<file path="config.mk">
export PLATFORM = sky130hd
export DESIGN_NAME = axis_spi_sequencer
export DESIGN_NICKNAME = d
export VERILOG_FILES = /design/src/rtl/axis_spi_pkg.sv /design/src/rtl/sdp_ram.sv /design/src/rtl/axis_spi_sequencer.sv
export SDC_FILE = /design/constraint.sdc
export NUM_CORES = 1
export LEC_CHECK = 0
export ABC_CLOCK_PERIOD_IN_PS = 2700
export BUFFER_PORTS_ARGS = -buffer_cell sky130_fd_sc_hd__buf_2
export CAP_MARGIN = 20
export CORE_MARGIN = 2
export CORE_UTILIZATION = 45
export CTS_CLUSTER_DIAMETER = 200
export DETAILED_ROUTE_END_ITERATION = 6
export PLACE_DENSITY = 0.62
export SYNTH_ARGS = -nofsm -noshare
export SYNTH_HDL_FRONTEND = slang
export SYNTH_SLANG_ARGS = --single-unit
</file>
<file path="constraint.sdc">
create_clock -name aclk -period 2.7 [get_ports aclk]
set_input_delay 0.135 -clock aclk [delete_from_list [all_inputs] [get_ports aclk]]
set_output_delay 0.135 -clock aclk [all_outputs]
set_load 0.01 [all_outputs]
</file>
<file path="src/rtl/axis_spi_pkg.sv">
// axis_spi_pkg: shared FSM state encoding and SPI word width for the sequencer
package axis_spi_pkg;
    typedef enum logic [1:0] {
        IDLE  = 2'd0,
        FETCH = 2'd1,
        SEND  = 2'd2,
        GAP   = 2'd3
    } state_t;
    localparam int SPI_WORD_WIDTH = 16;
endpackage

</file>
<file path="src/rtl/sdp_ram.sv">
// sdp_ram: simple dual-port RAM, one write port, one registered read-first read port
module sdp_ram #(
    parameter int DW = 16,
    parameter int AW = 6
) (
    input  logic          clk,
    input  logic          rst,
    input  logic          we,
    input  logic [AW-1:0] wa,
    input  logic [DW-1:0] wd,
    input  logic          re,
    input  logic [AW-1:0] ra,
    output logic [DW-1:0] rd
);
    logic [DW-1:0] mem [2**AW];
    always_ff @(posedge clk) begin
        if (we) mem[wa] <= wd;
    end
    // Only the read register is reset; the table survives reset.
    always_ff @(posedge clk) begin
        if (rst) rd <= '0;
        else if (re) rd <= mem[ra];
    end
endmodule

</file>
<file path="src/rtl/axis_spi_sequencer.sv">
// axis_spi_sequencer: replays words from a config table over AXI4-Stream
// with a programmable idle gap after each accepted word.
module axis_spi_sequencer
    import axis_spi_pkg::*;
#(
    parameter int AXIS_TDATA_WIDTH = SPI_WORD_WIDTH,
    parameter int ADDR_WIDTH       = 6,
    parameter int GAP_WIDTH        = 16
) (
    input  logic                        aclk,
    input  logic                        areset,
    input  logic                        cfg_wr_en,
    input  logic [ADDR_WIDTH-1:0]       cfg_wr_addr,
    input  logic [AXIS_TDATA_WIDTH-1:0] cfg_wr_data,
    input  logic                        start,
    input  logic [ADDR_WIDTH:0]         length,
    input  logic [GAP_WIDTH-1:0]        gap,
    output logic                        busy,
    output logic                        done,
    output logic [AXIS_TDATA_WIDTH-1:0] m_axis_tdata,
    output logic                        m_axis_tvalid,
    input  logic                        m_axis_tready
);
    state_t                state, state_nx;
    logic [ADDR_WIDTH:0]   idx, len_r;
    logic [GAP_WIDTH-1:0]  gap_r, gap_cnt;
    logic                  launch, hs, last, rd_en;

    assign launch = state == IDLE && start && length != '0;
    assign hs     = state == SEND && m_axis_tready;
    // idx is one bit wider than the address so a full-table length compares exactly
    assign last   = idx + (ADDR_WIDTH+1)'(1) == len_r;

    sdp_ram #(.DW(AXIS_TDATA_WIDTH), .AW(ADDR_WIDTH)) u_ram (
        .clk(aclk),
        .rst(areset),
        .we(cfg_wr_en),
        .wa(cfg_wr_addr),
        .wd(cfg_wr_data),
        .re(rd_en),
        .ra(idx[ADDR_WIDTH-1:0]),
        .rd(m_axis_tdata)
    );

    always_ff @(posedge aclk) begin
        if (areset) state <= IDLE;
        else state <= state_nx;
    end

    always_comb begin
        state_nx = state;
        case (state)
            IDLE:  state_nx = launch ? FETCH : IDLE;
            FETCH: state_nx = SEND;
            SEND:  state_nx = !m_axis_tready ? SEND : last ? IDLE : gap_r != '0 ? GAP : FETCH;
            GAP:   state_nx = gap_cnt == GAP_WIDTH'(1) ? FETCH : GAP;
        endcase
    end

    always_comb begin
        busy          = state != IDLE;
        m_axis_tvalid = state == SEND;
        rd_en         = state == FETCH;
    end

    always_ff @(posedge aclk) begin
        if (areset) begin
            idx     <= '0;
            len_r   <= '0;
            gap_r   <= '0;
            gap_cnt <= '0;
            done    <= 1'b0;
        end else begin
            done <= (state == IDLE && start && length == '0) || (hs && last);
            if (launch) begin
                len_r <= length;
                gap_r <= gap;
                idx   <= '0;
            end
            if (hs) begin
                idx     <= idx + (ADDR_WIDTH+1)'(1);
                gap_cnt <= gap_r;
            end else if (state == GAP) begin
                gap_cnt <= gap_cnt - GAP_WIDTH'(1);
            end
        end
    end
endmodule

</file>
==> run_results.csv <==
group,metric,value,unit
outcome,status,"finished clean",
global_routing,grt_overflow,0,
route,via_count,23500,
pwr,power_frac_seq,53.7,%
timing,setup_viol,0,
critical_path,path_buf_inv,3,
timing,fmax,393,MHz
yosys,syn-cell-area,42500,sq um
clock_tree,cts_tree,"built",
finish,drive_above_1_share,24.5,%
critical_path,start_kind,"flip-flop",
finish,fillers,7263,
critical_path,slowest_delay,550,ps
timing,rsz0062_at_grt,"false",
floorplan,start_util,45.4,%
critical_path,critPathKind,"flip-flop to flip-flop",
timing,worstMarginPinSlew,1040,ps
critical_path,critPathMaxFanout,25,
route,drc,0,
pwr,switching_share,21.2,%
timing,fin_skew,54.5,ps
clock_tree,cts_buffers,109,
floorplan,die_area,96900,sq um
route,dr.pass1.iters,6,
pwr,p_per_area,704,nW/um^2
critical_path,cp.required,3280,ps
pwr,irDropWorstVdd,0.594,mV
pwr,power_switching,0.00740,W
route,wl,113000,microns
timing,hold_violations,0,
critical_path,crit_family,"buffers and inverters",
finish,layout_common_cells,"1024 x edfxtp_1, 204 x mux4_2, 181 x buf_4, 159 x nand2_1, 124 x mux2i_1",
timing,fin_ws,157,ps
yosys,avgSynthCellArea,18.6,sq um
hold_path,min_path_cells,1,
yosys,synthFlopType,"edfxtp_1",
pwr,intPower,0.0275,W
hold_path,min_path_type,"primary input to flip-flop",
job,drv_cap,0,
timing,maxSlewViolCount,0,
yosys,synth_edf_count,1024,
clock_tree,clk_pin_slew,60,ps
critical_path,crit_chain,"buf_12, buf_6, mux4_2, o21ai_0, buf_4, nand3_1, a221oi_1, nor3_1",
clock_tree,clk_path_buf_depth,3,
place,gp_congestion,0.883,
global_routing,grt_pass1_vias,23300,
yosys,synthArstFlopShare,0,%
yosys,postSynthCellCount,2278,
clock_tree,htree_levels,3,
finish,stdcell_area,49600,sq um
critical_path,end_kind,"flip-flop",
finish,nets,2625,
global_routing,grt_pass1_wl,163000,microns
timing,fin_crit_sh,94.2,%
timing,period_minus_slack,2540,ps
clock_tree,clk_latency,700,ps
yosys,synth-seq-area-share,75.5,%
place,place_ws,110,ps
critical_path,reg2reg_depth,8,
global_routing,antenna_found_initial,2,
critical_path,crit_arrival,3120,ps
place,place_area,45700,sq um
clock_tree,cts_root_buf,"clkbuf_16",
route,wl_per_cell,28.8,microns
yosys,synth_cell_types,55,
place,place_hpwl,70200,microns
critical_path,slowest_stage,"mux4_2",
floorplan,ios,69,
timing,slew_headroom,30.3,%
floorplan,core_area,93500,sq um
pwr,clkPwrFrac,41.7,%
floorplan,die_width,311,microns
pwr,power,0.0349,W
timing,tns,0,ps
pwr,p_comb_share,4.7,%
route,ant_nets,0,
global_routing,grt_max_degree,65,
route,vias_per_cell,6.00,
finish,mostFrequentLayoutCell,"edfxtp_1",
floorplan,die_h,311,microns
global_routing,track_usage,23.1,%
route,drtIter0Drc,2702,
pwr,p_leak,15.4,nW
timing,holdWs,41.2,ps
place,io_buffers,68,
yosys,syn-num-nets,2331,
floorplan,rows,112,
clock_tree,cts_sinks,1089,
critical_path,cp.depth,8,
yosys,synth-seq-cells,1089,
finish,area_delta_synth_final,16.7,%
yosys,yosys_warnings,0,
==> through the flow <==
step	cells	util, %
2_1_floorplan	2278	-
3_3_place_gp	3679	48.9
3_5_place_dp	3679	48.9
4_1_cts	3916	53.0
5_1_grt	3916	53.0
6_report	3917	53.0
==> kinds of logic after synthesis <==
kind of cell / Yosys count / share of synthesized area (%)
fa+ha+maj: 3 / 0.0884
simple gates: 460 / 5.07
flops: 1089 / 75.5
mux: 329 / 13.8
buf+inv: 141 / 1.54
compound gates: 243 / 3.80
xor+xnor: 13 / 0.268
==> power by group through the flow <==
stage / Sequential, W / Combinational [W] / Clock, W
2_1_floorplan: 0.0190 / 0.000856 / 0
3_3_place_gp: 0.0191 / 0.00154 / 0
3_5_place_dp: 0.0191 / 0.00158 / 0
4_1_cts: 0.0187 / 0.00163 / 0.0148
5_1_grt: 0.0187 / 0.00175 / 0.0154
6_report: 0.0187 / 0.00163 / 0.0145
==> synth_stat cells (all sizes together), types with 24 or more instances <==
library cell	instances	area (sq um)
a211oi	24	185
a21oi	70	350
a221oi	32	280
buf	54	329
clkbuf	79	297
dfxtp	65	1300
edfxtp	1024	30700
mux2i	124	1240
mux4	204	4590
nand2	159	597
nand3	61	305
nor2	96	360
nor3	57	285
o21ai	27	135
o22ai	46	288
==> registers in the layout (all words and copies together), names as in the netlist <==
name       count
u_ram.mem   1024
gap_cnt       16
gap_r         16
u_ram.rd      16
idx            7
len_r          7
state          2
done           1
==> layer usage <==
metal | global-route usage [%] | wire (microns) | part of all wire, % | vias to the layer above
met2 | 36.7 | 53400 | 47 | 1160
li1 | - | - | - | 9856
met1 | 32.7 | 45700 | 41 | 12300
met3 | 4.67 | 10300 | 9.1 | 185
met4 | 6.87 | 3410 | 3.0 | 2
met5 | 0 | 9 | 0.0080 | -
==> path summary, 6_finish.rpt <==
kind	slack (ps)	from	endpoint
max	160	idx[0]$_SDFFE_PP0P_	u_ram.rd[4]$_SDFFE_PP0N_
min	40	cfg_wr_data[13]	u_ram.mem[29][13]$_DFFE_PP_
max reg2reg	160	idx[0]$_SDFFE_PP0P_	u_ram.rd[4]$_SDFFE_PP0N_
min reg2reg	480	len_r[2]$_SDFFE_PP0P_	len_r[2]$_SDFFE_PP0P_
==> worst reg2reg max path, delay by kind of cell (launching register included) <==
family	cells	cell delay (ps)
flops	1	420
mux	1	560
compound gates	2	540
simple gates	2	170
buf+inv	3	750
==> area by class of cell <==
cell class                 count  area, sq um  share of cell area [%]
tap                         1254         1570                    3.17
antenna                        1         2.50                 0.00505
inverter                       8         30.0                  0.0606
clock buffer                 140         2900                    5.86
sequential                  1089        32100                    64.7
timing repair buffer         316         2670                    5.39
multi-input combinational   1048         9790                    19.8
clock inverter                61          538                    1.09
==> repair_timing <==
| action | in CTS | in global routing |
|---|---|---|
| setup endpoints to repair | 0 | 3 |
| endpoints found under the hold margin | 165 | 0 |
| hold buffers | 36 | 0 |
| setup buffers | 0 | 0 |
| resized for setup | 0 | 3 |
Note: power is estimated with default switching activity, not from simulation.
